### src/rtl/bfly_combine_pkg.sv
// Shared constants for the radix-2 butterfly recombination core.
// Phase counter width, product store addresses and the done phase.
package bfly_combine_pkg;

    localparam int PHASE_W = 4;

    typedef logic [1:0] addr_t;

    localparam addr_t ADDR_RR = 2'd0;
    localparam addr_t ADDR_IR = 2'd1;
    localparam addr_t ADDR_RI = 2'd2;
    localparam addr_t ADDR_II = 2'd3;

    localparam logic [PHASE_W-1:0] DONE_CNT = '0;

endpackage

### src/rtl/bfly_combine_if.sv
// Data bus between operand muxes/multiplier, this core and the next stage.
// master drives products and in0; slave returns selects and results.
interface bfly_combine_if #(
    parameter int N = 16
);
    logic [N-1:0] i_prod;
    logic [N-1:0] i_in0_re;
    logic [N-1:0] i_in0_im;
    logic         o_sel_in;
    logic         o_sel_tw;
    logic [N-1:0] o_out0_re;
    logic [N-1:0] o_out0_im;
    logic [N-1:0] o_out1_re;
    logic [N-1:0] o_out1_im;
    logic         o_done;

    modport master (
        output i_prod, i_in0_re, i_in0_im,
        input  o_sel_in, o_sel_tw,
        input  o_out0_re, o_out0_im,
        input  o_out1_re, o_out1_im,
        input  o_done
    );

    modport slave (
        input  i_prod, i_in0_re, i_in0_im,
        output o_sel_in, o_sel_tw,
        output o_out0_re, o_out0_im,
        output o_out1_re, o_out1_im,
        output o_done
    );
endinterface

### src/rtl/add3_reg.sv
// Registered three-input adder, result wraps modulo 2^N.
// Async active-low reset clears the sum.
module add3_reg #(
    parameter int N = 16
) (
    input  logic         clk_i,
    input  logic         rst_ni,
    input  logic [N-1:0] a_i,
    input  logic [N-1:0] b_i,
    input  logic [N-1:0] c_i,
    output logic [N-1:0] sum_o
);
    logic [N-1:0] sum_q;
    logic [N-1:0] sum_d;

    assign sum_d = a_i + b_i + c_i;
    assign sum_o = sum_q;

    // Sum register, refreshed every clock.
    always_ff @(posedge clk_i or negedge rst_ni) begin
        if (!rst_ni) sum_q <= '0;
        else         sum_q <= sum_d;
    end
endmodule

### src/rtl/bfly_combine.sv
// Butterfly sequencing: phase counter drives multiplier selects, a
// 4-word store collects in1*tw partials, four adders form the outputs.
module bfly_combine
    import bfly_combine_pkg::*;
#(
    parameter int N = 16
) (
    input  logic          i_clk,
    input  logic          i_rst_n,
    bfly_combine_if.slave bus
);
    logic [PHASE_W-1:0] cnt_q;
    logic [PHASE_W-1:0] cnt_d;
    logic [N-1:0]       w_q [4];
    logic [N-1:0]       w_d [4];
    logic [N-1:0]       w_n [4];
    logic               full_q;
    logic               full_d;
    logic               done_q;
    logic               done_d;
    addr_t              addr;
    logic               cap;

    assign addr = cnt_q[3:2];
    assign cap  = (cnt_q[1:0] == 2'd3);

    assign bus.o_sel_in = cnt_q[2];
    assign bus.o_sel_tw = cnt_q[3];
    assign bus.o_done   = done_q;

    for (genvar g = 0; g < 4; g++) begin : g_neg
        assign w_n[g] = ~w_q[g] + N'(1);
    end

    // Next counter, store capture at the last cycle of each phase, done.
    // full_q keeps done quiet until a whole frame has been captured.
    always_comb begin
        cnt_d  = cnt_q + PHASE_W'(1);
        w_d    = w_q;
        full_d = full_q;
        if (cap) begin
            w_d[addr] = bus.i_prod;
            if (addr == ADDR_II) full_d = 1'b1;
        end
        done_d = full_q && (cnt_q == DONE_CNT);
    end

    // Counter, store and done registers.
    always_ff @(posedge i_clk or negedge i_rst_n) begin
        if (!i_rst_n) begin
            cnt_q  <= '0;
            full_q <= 1'b0;
            done_q <= 1'b0;
            for (int i = 0; i < 4; i++) w_q[i] <= '0;
        end else begin
            cnt_q  <= cnt_d;
            full_q <= full_d;
            done_q <= done_d;
            w_q    <= w_d;
        end
    end

    add3_reg #(.N(N)) u_out0_re (
        .clk_i  (i_clk),
        .rst_ni (i_rst_n),
        .a_i    (bus.i_in0_re),
        .b_i    (w_q[ADDR_RR]),
        .c_i    (w_n[ADDR_II]),
        .sum_o  (bus.o_out0_re)
    );

    add3_reg #(.N(N)) u_out0_im (
        .clk_i  (i_clk),
        .rst_ni (i_rst_n),
        .a_i    (bus.i_in0_im),
        .b_i    (w_q[ADDR_IR]),
        .c_i    (w_q[ADDR_RI]),
        .sum_o  (bus.o_out0_im)
    );

    add3_reg #(.N(N)) u_out1_re (
        .clk_i  (i_clk),
        .rst_ni (i_rst_n),
        .a_i    (bus.i_in0_re),
        .b_i    (w_n[ADDR_RR]),
        .c_i    (w_q[ADDR_II]),
        .sum_o  (bus.o_out1_re)
    );

    add3_reg #(.N(N)) u_out1_im (
        .clk_i  (i_clk),
        .rst_ni (i_rst_n),
        .a_i    (bus.i_in0_im),
        .b_i    (w_n[ADDR_IR]),
        .c_i    (w_n[ADDR_RI]),
        .sum_o  (bus.o_out1_im)
    );
endmodule

### src/flat_wrapper.sv
// flat-port wrapper written by rule: the top's interface ports become plain ports
module bfly_combine_flat import bfly_combine_pkg::*;
#(
    parameter int N = 16
)
  (i_clk, i_rst_n, bus_i_prod, bus_i_in0_re, bus_i_in0_im, bus_o_sel_in, bus_o_sel_tw, bus_o_out0_re, bus_o_out0_im, bus_o_out1_re, bus_o_out1_im, bus_o_done);
  bfly_combine_if #(.N(N)) bus_i ();
  input  logic i_clk;
  input  logic i_rst_n;
  input wire logic [$bits(bus_i.i_prod)-1:0] bus_i_prod;
  input wire logic [$bits(bus_i.i_in0_re)-1:0] bus_i_in0_re;
  input wire logic [$bits(bus_i.i_in0_im)-1:0] bus_i_in0_im;
  output wire logic [$bits(bus_i.o_sel_in)-1:0] bus_o_sel_in;
  output wire logic [$bits(bus_i.o_sel_tw)-1:0] bus_o_sel_tw;
  output wire logic [$bits(bus_i.o_out0_re)-1:0] bus_o_out0_re;
  output wire logic [$bits(bus_i.o_out0_im)-1:0] bus_o_out0_im;
  output wire logic [$bits(bus_i.o_out1_re)-1:0] bus_o_out1_re;
  output wire logic [$bits(bus_i.o_out1_im)-1:0] bus_o_out1_im;
  output wire logic [$bits(bus_i.o_done)-1:0] bus_o_done;
  assign bus_i.i_prod = bus_i_prod;
  assign bus_i.i_in0_re = bus_i_in0_re;
  assign bus_i.i_in0_im = bus_i_in0_im;
  assign bus_o_sel_in = bus_i.o_sel_in;
  assign bus_o_sel_tw = bus_i.o_sel_tw;
  assign bus_o_out0_re = bus_i.o_out0_re;
  assign bus_o_out0_im = bus_i.o_out0_im;
  assign bus_o_out1_re = bus_i.o_out1_re;
  assign bus_o_out1_im = bus_i.o_out1_im;
  assign bus_o_done = bus_i.o_done;
  bfly_combine #(.N(N)) u_core (.i_clk(i_clk), .i_rst_n(i_rst_n), .bus(bus_i));
endmodule
### config.mk
export PLATFORM = sky130hd
export DESIGN_NAME = bfly_combine_flat
export DESIGN_NICKNAME = d
export VERILOG_FILES = /design/src/rtl/bfly_combine_pkg.sv /design/src/rtl/bfly_combine_if.sv /design/src/rtl/add3_reg.sv /design/src/rtl/bfly_combine.sv /design/src/flat_wrapper.sv
export SDC_FILE = /design/constraint.sdc
export NUM_CORES = 1
export LEC_CHECK = 0
export CORE_MARGIN = 5
export CORE_UTILIZATION = 41
export DETAILED_ROUTE_END_ITERATION = 8
export SLEW_MARGIN = 20
export SYNTH_ARGS = -nofsm -noshare
export SYNTH_HDL_FRONTEND = slang
export SYNTH_HIERARCHICAL = 1
export SYNTH_SLANG_ARGS = --single-unit
### constraint.sdc
create_clock -name i_clk -period 4.35 [get_ports i_clk]
set_input_delay 1.0875 -clock i_clk [delete_from_list [all_inputs] [get_ports i_clk]]
set_output_delay 1.0875 -clock i_clk [all_outputs]
set_load 0.02 [all_outputs]
==> results list <==
* Average size of a mapped cell: between 10 and 15 um^2
* Smallest setup slack after layout: 0.550 ns
- Multiplexer area fraction after synthesis: approximately 7.7%
- Main combinational cell family by area after synthesis: adder cells
- Number of nets in the synthesized netlist: 1010
- Most common cell after layout, fill and taps aside: sky130_fd_sc_hd__dfrtp_1
* Length of the first detailed-routing pass in iterations: 5
* H-tree level count: 4
- Boundary Pins: 117
- Port buffering added ~120 buffers.
- Dominant synthesized flop cell: sky130_fd_sc_hd__dfrtp_1
* Count of distinct cell types in the synthesized netlist: 72
- Area of the multi-input gates: approximately 5700 um^2
* Transition time of the tightest slew-check pin: roughly 0.95 ns
- The number of global-route vias before repair was 6449.
* Startpoint-to-endpoint class of the critical path: reg2reg
- Post-detailed-route count of antenna-violating nets: 0
* Clock buffers created by TritonCTS: 17
* CTS-repair resized insts: 0
* Top library cells by usage in the layout, fill and taps aside: 134 x sky130_fd_sc_hd__dfrtp_1, 115 x sky130_fd_sc_hd__clkdlybuf4s50_1, 81 x sky130_fd_sc_hd__xnor2_1
* Effective utilization at floorplan: between 40% and 50%
- The flow ran to the end, and the final reports show no timing, DRC or antenna violations.
* Cell mode on critical path: sky130_fd_sc_hd__or3_1
* Share of final-layout standard cells stronger than drive strength 1: around 12%
- After detailed routing, the number of remaining DRC violations is 0.
- The floorplan step defined a die boundary enclosing around 26000 um^2.
- Slew HR: approximately 36%
- First-pass GRT wire length: approximately 33000 um
- Sequential-to-total area share from yosys stat: 35.7%
- The clock reaches the later pin of the worst-skew pair after between 0.4 and 0.5 ns.
- IR analysis of the VDD net gives a maximum drop of roughly 0.00022 V.
- Entering global routing, the biggest net connects 83 pins.
- Total GRT Usage: between 15 and 20%
- Once layout is done, the placed cells without fillers occupy around 11000 um^2.
* Num Clock Sinks: between 100 and 150
- Pre-CTS setup slack: 0.428 ns
- Die Y-Extent: approximately 160 um
- After clock tree synthesis, the clock-pin slew on the worst setup and hold paths is around 0.060 ns.
* Share of the synthesized netlist area taken by xor and xnor gates: between 10% and 20%
- The core region is about 23000 um^2.
* Delay contributed by the slowest stage of the critical path: 0.45 ns
- Final wirelength: around 21000 um
* Hold Crit Class: reg2reg
- TritonCTS built the clock tree.
- Post-CTS timing repair inserted 0 buffers for setup.
* Area after detailed placement: between 10000 and 15000 um^2
- After detailed routing, the number of vias per cell comes to a little over 5.
- Row generation in the floorplan step produced 55 rows.
* Layout net count: around 1100
* Number of cells after detailed placement: ~1200
- The worst setup path is launched from a flip-flop.
- Across the routed clock network, the largest skew measured is 0.00760 ns.
* Compound-Gate Fraction of Synth Area: about a tenth
* Iteration-0 DRC count of the detailed router: ~270
* Maximum fanout along the worst path: 7
- Initial antenna violation count: 2
- Data required, critical path: approximately 4.7 ns
* Simple-gate share of the synthesized area: a little under an eighth
- Final clock period utilization by the worst path: a little under 90%
- Via count: 6402
- In this run, synthesis produced a sequential element count of around 130.
* Final critical-path required period: ~3.8 ns
- Netlist area before placement: roughly 9400 um^2
- The congestion estimate from routability-driven global placement came to 0.801.
* Arithmetic-cell share of the synthesized area counting full adders, half adders and majority gates: a little over a fifth
- In this run the horizontal extent of the chip is roughly 160 um.
* Number of synthesis warnings: 6
- For this design, the CTS-stage hold fixing added 0 buffers.
- Final setup violation count: 0
- Walking the worst path, the cells encountered are nor3_1 -> nand3_1 -> or3_1 -> xor2_1 -> fa_1 -> ha_1 -> and4_1 -> nand2_1 -> a21oi_1 -> or3_1 -> a21oi_2 -> xnor2_1.
* Overflow after GRT: 0
- Layout Area Growth over Synthesis: 20.9%
- Setup_tns: 0 ns
- For this run, the number of standard cells in the final layout without fillers is 1251.
- In this run the clock root is driven by a sky130_fd_sc_hd__clkbuf_16.
* Max Transition Viols Final: 0
- The synthesized design contains 0 enable-type register cells.
* Number of failing hold endpoints at the final stage: 0
- Dividing total power by cell area gives a power density of 456 nW/um^2.
* Number of max-cap violations: 0
- The longest clock path from root to sink contains 2 buffers.
* Final HPWL DP: approximately 16000 um
* Slowest cell on the critical path: sky130_fd_sc_hd__fa_1
* Routed length per instance: 16.4 um
* Leakage dissipation: roughly 4.8 nW
- Timing would allow up to between 0.2 and 0.3 GHz.
- FILL cells: 2096
- Antenna cells: 0
- Number of cells produced by synthesis: 834
- STA classifies the critical path endpoint as a flip-flop.
* Area used by sequential logic in the layout: 3350 um^2
- RSZ-0062 raised after global routing: no
* CP Data Arrival Time: approximately 4.1 ns
- Async set-or-reset flop fraction in the synthesized netlist: 100%
==> worst max-delay path, delay by kind of cell, from the launching register on <==
kind	cells	cell delay (ns)
AO/OA/AOI/OAI	2	0.23
XOR/XNOR	2	0.33
adder cells (fa/ha/maj)	2	0.86
AND/OR/NAND/NOR	6	1.85
flip-flops	1	0.44
==> area by class of cell <==
type | instances | area share, %
clock buffers | 23 | 4.03
inverters | 52 | 1.72
multi-input cells | 631 | 50.6
repair buffers | 120 | 10.5
clock inverters | 6 | 0.485
flip-flops and latches | 134 | 29.5
well taps | 285 | 3.14
==> registers in the layout, indices dropped and copies added (netlist names) <==
register and cells:
u_core/u_out0_re/sum_o 16, u_core/cnt_q 4, u_core/full_q 1, u_core/u_out0_im/sum_o 16
u_core/u_out1_re/sum_o 16, u_core/u_out1_im/sum_o 16, u_core/w_q 64, u_core/bus.o_done 1
==> Yosys cell counts (4+ instances only) <==
cell type                  number  share of area, %
sky130_fd_sc_hd__ha_1          62               8.3
sky130_fd_sc_hd__a21o_1        21               1.7
sky130_fd_sc_hd__nand4_1        7              0.47
sky130_fd_sc_hd__mux2_1         6              0.72
sky130_fd_sc_hd__a21oi_1       46               2.5
sky130_fd_sc_hd__xor2_1        29               2.7
sky130_fd_sc_hd__fa_1          64                14
sky130_fd_sc_hd__nand3_1       21               1.1
sky130_fd_sc_hd__buf_2          8              0.43
sky130_fd_sc_hd__mux2_2        56               6.7
sky130_fd_sc_hd__nor2_1        51               2.0
sky130_fd_sc_hd__and3_1         7              0.47
sky130_fd_sc_hd__o21a_1         9              0.72
sky130_fd_sc_hd__xnor2_1       81               7.6
sky130_fd_sc_hd__nand2_1       38               1.5
sky130_fd_sc_hd__or3_1          7              0.47
sky130_fd_sc_hd__inv_1         52               2.1
sky130_fd_sc_hd__nor2b_1        8              0.53
sky130_fd_sc_hd__o21ai_0        7              0.37
sky130_fd_sc_hd__o21ai_1        6              0.32
sky130_fd_sc_hd__nor4_1         7              0.47
sky130_fd_sc_hd__a21oi_2        8              0.75
sky130_fd_sc_hd__nor3_1        19               1.0
sky130_fd_sc_hd__dfrtp_1      134                36
sky130_fd_sc_hd__a21boi_1       4              0.32
==> metrics by stage <==
stage	power, mW	hold slack (ns)	util, %
after floorplan	3.04	0.435	-
after global routing	5.51	0.502	50.3
after detailed placement	3.93	0.464	48.0
final	5.17	0.470	50.3
after global placement	3.91	0.454	48.0
after CTS	5.25	0.477	50.3
==> layer usage <==
metal | share of wire (%) | track usage (%) | wire length [um] | up-vias
met5 | 0.11 | 0 | 22 | -
met1 | 47 | 22.4 | 9700 | 3138
met4 | 1.1 | 4.65 | 216 | 4
li1 | - | - | - | 3136
met2 | 48 | 26.0 | 9870 | 105
met3 | 3.5 | 3.24 | 728 | 19
==> report_power, final <==
part | total (mW) | internal (mW) | switching [mW]
Combinational | 2.21 | 1.05 | 1.16
Clock | 1.29 | 0.785 | 0.508
Sequential | 1.67 | 1.54 | 0.126
==> logic make-up after synthesis <==
family	after synthesis
AOI/OAI and AO/OA	133
DFF	134
muxes	64
and+or+nand+nor	198
xor gates and xnor gates	110
buffers and inverters	69
adders and majority gates	126
==> path summary, 6_finish.rpt <==
kind                                            start                              endpoint  slack, ns  cells after the start
min reg2reg                 u_core/cnt_q[0]$_DFF_PN0_             u_core/cnt_q[0]$_DFF_PN0_       0.47                      1
max reg2reg                u_core/w_q[51]$_DFFE_PN0P_  u_core/u_out1_re/sum_o[12]$_DFF_PN0_       0.55                     12
max in group asynchronous                     i_rst_n  u_core/u_out1_re/sum_o[11]$_DFF_PN0_       2.78                      2
min                         u_core/cnt_q[0]$_DFF_PN0_             u_core/cnt_q[0]$_DFF_PN0_       0.47                      1
max                        u_core/w_q[51]$_DFFE_PN0P_  u_core/u_out1_re/sum_o[12]$_DFF_PN0_       0.55                     12
min in group asynchronous                     i_rst_n   u_core/u_out0_im/sum_o[1]$_DFF_PN0_       0.71                      1
Note: power is estimated with default switching activity, not from simulation.
